`src/rtl/demux_pkg.sv`:
```
// rtl/demux_pkg.sv - shared lane-count constants and lane select type for the 1-to-16 stream demux
package demux_pkg;
    localparam int NUM_LANES = 16;
    localparam int SEL_W     = 4;

    typedef logic [SEL_W-1:0] lane_sel_t;
endpackage

```
`src/rtl/demux_lane_reg.sv`:
```
// rtl/demux_lane_reg.sv - one-entry output register slice with valid/ready handshake
module demux_lane_reg #(
    parameter int M = 8
) (
    input  logic         clk,
    input  logic         rst,
    input  logic         i_load,
    input  logic [M-1:0] i_data,
    input  logic         i_ready,
    output logic [M-1:0] o_data,
    output logic         o_valid
);
    logic [M-1:0] r_data;
    logic         r_valid;

    // A load wins over a drain so a same-cycle drain+refill keeps the lane full without a bubble.
    always_ff @(posedge clk or posedge rst) begin
        if (rst) begin
            r_data  <= '0;
            r_valid <= 1'b0;
        end else if (i_load) begin
            r_data  <= i_data;
            r_valid <= 1'b1;
        end else if (i_ready) begin
            r_valid <= 1'b0;
        end
    end

    assign o_data  = r_data;
    assign o_valid = r_valid;
endmodule

```
`src/rtl/demultiplexer_1to16_stream.sv`:
```
// rtl/demultiplexer_1to16_stream.sv - streaming 1-to-16 demux with explicit or round-robin lane select
module demultiplexer_1to16_stream
    import demux_pkg::*;
#(
    parameter int M = 8
) (
    input  logic                   clk,
    input  logic                   rst,
    input  logic [M-1:0]           in_data,
    input  logic                   in_valid,
    output logic                   in_ready,
    input  logic                   sel_mode,
    input  logic [SEL_W-1:0]       in_sel,
    input  logic                   ptr_clr,
    output logic [NUM_LANES*M-1:0] out_data,
    output logic [NUM_LANES-1:0]   out_valid,
    input  logic [NUM_LANES-1:0]   out_ready,
    output logic [SEL_W-1:0]       ptr,
    output logic                   frame_done
);
    lane_sel_t              r_ptr;
    logic                   r_frame_done;
    lane_sel_t              w_target;
    logic                   w_accept;
    logic                   w_auto_accept;
    logic [NUM_LANES-1:0]   w_load;
    logic [NUM_LANES-1:0]   w_lane_valid;

    assign w_target = sel_mode ? r_ptr : lane_sel_t'(in_sel);

    // Combinational out_ready -> in_ready path lets a full lane accept while it drains.
    assign in_ready      = !w_lane_valid[w_target] || out_ready[w_target];
    assign w_accept      = in_valid && in_ready;
    assign w_auto_accept = w_accept && sel_mode;

    genvar k;
    generate
        for (k = 0; k < NUM_LANES; k++) begin : g_lane
            assign w_load[k] = w_accept && (w_target == lane_sel_t'(k));

            demux_lane_reg #(.M(M)) u_lane (
                .clk     (clk),
                .rst     (rst),
                .i_load  (w_load[k]),
                .i_data  (in_data),
                .i_ready (out_ready[k]),
                .o_data  (out_data[k*M +: M]),
                .o_valid (w_lane_valid[k])
            );
        end
    endgenerate

    // Clear beats increment; the element accepted this cycle still lands on the old pointer lane.
    always_ff @(posedge clk or posedge rst) begin
        if (rst) begin
            r_ptr        <= '0;
            r_frame_done <= 1'b0;
        end else begin
            r_frame_done <= w_auto_accept && !ptr_clr &&
                            (r_ptr == lane_sel_t'(NUM_LANES - 1));
            if (ptr_clr) begin
                r_ptr <= '0;
            end else if (w_auto_accept) begin
                r_ptr <= r_ptr + 1'b1;
            end
        end
    end

    assign out_valid  = w_lane_valid;
    assign ptr        = r_ptr;
    assign frame_done = r_frame_done;
endmodule

```
`config.mk`:
```
export PLATFORM = sky130hd
export DESIGN_NAME = demultiplexer_1to16_stream
export DESIGN_NICKNAME = d
export VERILOG_FILES = /design/src/rtl/demux_pkg.sv /design/src/rtl/demux_lane_reg.sv /design/src/rtl/demultiplexer_1to16_stream.sv
export SDC_FILE = /design/constraint.sdc
export NUM_CORES = 1
export LEC_CHECK = 0
export BUFFER_PORTS_ARGS = -buffer_cell sky130_fd_sc_hd__buf_4
export CORE_ASPECT_RATIO = 0.5
export CORE_MARGIN = 3
export CORE_UTILIZATION = 55
export DETAILED_ROUTE_END_ITERATION = 7
export PLACE_DENSITY = 0.91
export SETUP_SLACK_MARGIN = 0.1
export SLEW_MARGIN = 20
export SYNTH_ARGS = -nofsm -noshare
export SYNTH_HDL_FRONTEND = slang
export SYNTH_HIERARCHICAL = 1
export SYNTH_SLANG_ARGS = --single-unit
export TNS_END_PERCENT = 5
```
`constraint.sdc`:
```
create_clock -name clk -period 7.1 [get_ports clk]
set_input_delay 0.71 -clock clk [delete_from_list [all_inputs] [get_ports clk]]
set_output_delay 0.71 -clock clk [all_outputs]
set_load 0.05 [all_outputs]
```
Yosys cells after proc, flatten, opt, wreduce, memory -nomap -nowiden. Index checks and enable logic that the tools add are counted.

Bits in writable memories: 0. Register bits: 149. Memories: 0. Logic and storage cells: 132. Latch bits: 0. Bits in read-only memories: 0.

$lt $le $gt $ge: 1. $add $sub $neg: 1. Multiply operators: 0. Bitwise gates (word level): 0. Divide/modulo/power cells: 0. Equality and inequality tests: 16. Shifts and indexed selects: 0. Reductions and logical operators: 41. Mux-type cells: 39.

Operators with widths (number): 4-bit == test, second input constant (9); 1-bit 2-to-1 mux (34); 2-bit nonzero test (17); 1-bit logical AND (20); 4-bit by 3-bit == test with 1-bit output, second input constant (4); 4-bit 2-to-1 mux (3); 1-bit binary-select mux with 4-bit select (2); 4-bit by 2-bit == test with 1-bit output, second input constant (2); 4-bit by 5-bit < comparator with 1-bit output, second input constant (1); 4-bit by 1-bit adder with 4-bit output, second input constant (1); 4-bit by 1-bit == test with 1-bit output, second input constant (1); 4-bit zero test (1); 1-bit zero test (2); 1-bit logical OR (1).

Depth between registers and ports, before layout.
Depth in word-level cells: 9. Mapped depth: 12.

Hierarchy. The synthesis kept the hierarchy.

Modules (own cells, without submodules): demux_lane_reg (area each 372.9 um^2, cells an instance 21, instances 16); demultiplexer_1to16_stream (area each 924.6 um^2, cells an instance 105, instances 1).

Worst setup path after synthesis. Ideal clock, no wire load.

Kind: input to output. From: input sel_mode. To: output in_ready. Required time: 6390 ps. Stages on the path: 10. Arrival time: 2732 ps. Path slack: 3658 ps. Cells stage by stage: buf_6 -> mux2i_2 -> buf_2 -> mux4_2 -> a22oi_4 -> nand2_4 -> and2_1 -> buf_6 -> buf_6 -> inv_2.

Cells in the longest elaborated chain, start to end: 5.

RTL lines: start, declared (line demultiplexer_1to16_stream.sv:12) `input logic sel_mode,`; 4-bit 2-to-1 mux (*) (line demultiplexer_1to16_stream.sv:29) `assign w_target = sel_mode ? r_ptr : lane_sel_t'(in_sel);`; 1-bit binary-select mux with 4-bit select (line demultiplexer_1to16_stream.sv:32) `assign in_ready = !w_lane_valid[w_target] || out_ready[w_target];`; 1-bit 2-to-1 mux (implied by the code) (line demultiplexer_1to16_stream.sv:32); 1-bit zero test (line demultiplexer_1to16_stream.sv:32); 1-bit logical OR (*) (line demultiplexer_1to16_stream.sv:32); end, declared (line demultiplexer_1to16_stream.sv:11) `output logic in_ready,`.

Mark *: on every way between the ends. The rest lies on a longest branch, timed or not. The select of a mux whose other input is x is not followed.

Worst setup path after layout. Same ends and word-level chain as after synthesis.

==> impl_metrics.toml <==
[outcome]
status = "finished clean"

[setup_path]
start_kind = "primary input"
path_cells = "buf_4 -> mux2i_2 -> mux2i_1 -> o221ai_1 -> a211oi_4 -> and2_1 -> inv_2 -> buf_4"
cp_slowest_cell = "and2_1"
cp.required_ns = 6.39
crit_path_end_kind = "output port"
cp_common_cell = "buf_4"
worstPathMaxFanout = 18
arrival_ns = 3.88
cpPeakStageDelay_ns = 0.86
crit_type = "in -> out"

[drt]
dr.pass1.iters = 6
vias = 4599
drc = 0
drt_iter0_markers = 406
routed_wirelength_um = 18700
wire_per_inst_um = 23.4
ant_nets = 0
vias_per_cell = 5.75

[clock_network]
cts.htree.levels = 4
clock-sinks = 149
cts_max_path_buffers = 2
cts_root_buf = "clkbuf_16"
cts_resized = 0
cts_tree = "built"
insertion_delay_ns = 0.42
ctsHoldBuffers = 0
clk_pin_slew_ns = 0.06
cts_buffers = 17
post_cts_buffers = 0

[synthesis]
synthSimpleGateAreaFrac = 0.0407
synth_compound_area_frac = 0.0512
ys_types = 43
synth_top_family_by_area = "multiplexers"
seq_area_frac_synth = 0.541
ys_ff_latch = 149
ys_async_sr_fraction = 1.00
synthCells = 441
avgSynthCellArea_um2 = 15.6
synth-xor-area-share = 0
synth_fa_ha_area_frac = 0.00182
synth_warnings = 6
synthMuxAreaShare = 0.311
syn-num-nets = 475
netlist_area_um2 = 6890
ys_dominant_reg_cell = "dfrtp_1"
synth_edf_count = 0

[power_and_ir_drop]
peakVddDrop_uv = 241
finalPower_mw = 3.83
p_leak_nw = 4.61
p_per_area_nw_per_um2 = 431

[timing]
grt_setup_unrepaired = "no"
finalHoldViolCount = 0
clock_skew_ns = 0.00920
fmax_mhz = 218
layout_min_cycle_time_ns = 4.59
slew_viol_final = 0
worstMarginPinSlew_ns = 1.04
fin_setup_tns_ns = 0
finalSetupViolations = 0
min_period_over_period = 0.647
relSlewSlack = 0.302

[placed_design]
place.gp.congestion = 0.860
portBuffers = 182
post-dp-hpwl_um = 13000

[floorplanning]
die-width_um = 164
dieArea_um2 = 14000
rows = 28
dieHeight_um = 85.1
initial_core_util = 0.573
core_um2 = 12000
io_pins = 183

[global_routing]
grt_pass1_vias = 4686
gr-usage-met1 = 0.367
use_met3 = 0.0458
globalRouteMet2Util = 0.458
gr-total-overflow = 0
busiest_layer = "met2"
grt_antenna_before_repair = 0
grt_pass1_wl_um = 28800
track_usage = 0.275
grt_max_degree = 19

[finish]
layout-drive-gt1-share = 0.606
fillers = 712
layout.nets = 657
area_growth_pct = 29.0
num_antenna_cells = 0
fin_util = 0.740

[flow_run]
max_cap_viol_count = 0

[hold_path]
hold_class = "in -> async"
[layout make-up]
class	instances	area, µm²	area share
clock buffers	20	447	0.0503
repair buffers	187	1400	0.158
multi-input cells	233	2840	0.320
inverters	35	131	0.0148
clock inverters	11	128	0.0144
well taps	165	206	0.0232
flip-flops and latches	149	3730	0.419
[worst max-delay path: cells and delay by family]
kind / cells / cell delay [ns]
buffers and inverters: 3 / 0.49
and+or+nand+nor: 1 / 0.86
muxes: 2 / 1.15
AOI/OAI and AO/OA: 2 / 0.66
[cell families after synthesis]
logic type / count (synthesis)
buffers and inverters: 59
flip-flops: 149
adder cells (fa/ha/maj): 1
multiplexers: 143
AND/OR/NAND/NOR: 50
AO/OA/AOI/OAI: 39
[registers in the layout, summed over array words and instances, names as in the netlist]
signal / count
frame_done: 1
g_lane.u_lane/o_data: 128
g_lane.u_lane/o_valid: 16
ptr: 4
[power by group]
part	internal [mW]	switching (mW)
clock	0.527	0.355
sequential	1.08	0.166
combinational	0.615	1.09
total	2.22	1.61
[per-layer routing]
layer	wire, µm	share of wire
met2	9380	0.50
met1	7780	0.42
met5	0	0
met4	453	0.024
met3	1130	0.060
[per-stage QoR]
step           worst slack, ns  instances  instance area [µm²]  hold slack, ns
5_1_grt                   2.34        800                 8890           0.340
2_1_floorplan             3.66        441                 6890           0.489
6_report                  2.51        800                 8890           0.326
4_1_cts                   2.57        800                 8890           0.310
3_3_place_gp              2.70        769                 8310           0.500
3_5_place_dp              2.62        769                 8310           0.495
[layout by cell type, fill, tap and decap left out, types with 3 or more instances in the layout]
cell type   count
mux2_4        129
nand3_1         6
mux4_2          5
a21oi_1         3
nor2_1          5
nor3_2         11
buf_4         187
nor2b_1         3
o21ai_0         3
clkbuf_16      17
inv_1          34
nor3_1          8
clkinvlp_4      3
dfrtp_1       149
mux2i_1         8
a21o_2         16
nand2b_1        3
[final timing paths]
| kind | from | to | slack, ns | depth (start not counted) |
|---|---|---|---|---|
| setup / recovery | sel_mode | in_ready | 2.51 | 8 |
| hold / removal | rst | frame_done | 0.33 | 2 |
| setup reg to reg | ptr[0] | g_lane[10].u_lane/o_data[5] | 3.08 | 7 |
| hold reg to reg | g_lane[2].u_lane/o_data[2] | g_lane[2].u_lane/o_data[2] | 0.51 | 1 |
| max in group asynchronous | rst | g_lane[15].u_lane/o_data[0] | 6.43 | 2 |
| min in group clk | g_lane[2].u_lane/o_data[2] | g_lane[2].u_lane/o_data[2] | 0.51 | 1 |
[synth_stat cells, types with 2 or more instances]
| cell | n | area share |
|---|---|---|
| a32oi_1 | 2 | 0.0025 |
| o221ai_1 | 2 | 0.0025 |
| and2_1 | 2 | 0.0018 |
| mux2_4 | 129 | 0.28 |
| a32o_1 | 2 | 0.0029 |
| nor3b_1 | 2 | 0.0022 |
| nand2b_1 | 3 | 0.0027 |
| mux2i_1 | 8 | 0.012 |
| o21ai_0 | 3 | 0.0022 |
| inv_1 | 34 | 0.019 |
| buf_6 | 20 | 0.033 |
| a21oi_1 | 3 | 0.0022 |
| nor3_1 | 19 | 0.014 |
| dfrtp_1 | 149 | 0.54 |
| a21o_2 | 16 | 0.020 |
| nand2_1 | 2 | 0.0011 |
| nand3_1 | 6 | 0.0044 |
| nand3b_1 | 2 | 0.0022 |
| a22oi_4 | 2 | 0.0062 |
| mux4_2 | 5 | 0.016 |
| nor2_1 | 5 | 0.0027 |
| nor2b_1 | 3 | 0.0027 |
| clkbuf_1 | 2 | 0.0011 |
No activity file was read; power rests on OpenSTA's default activity.
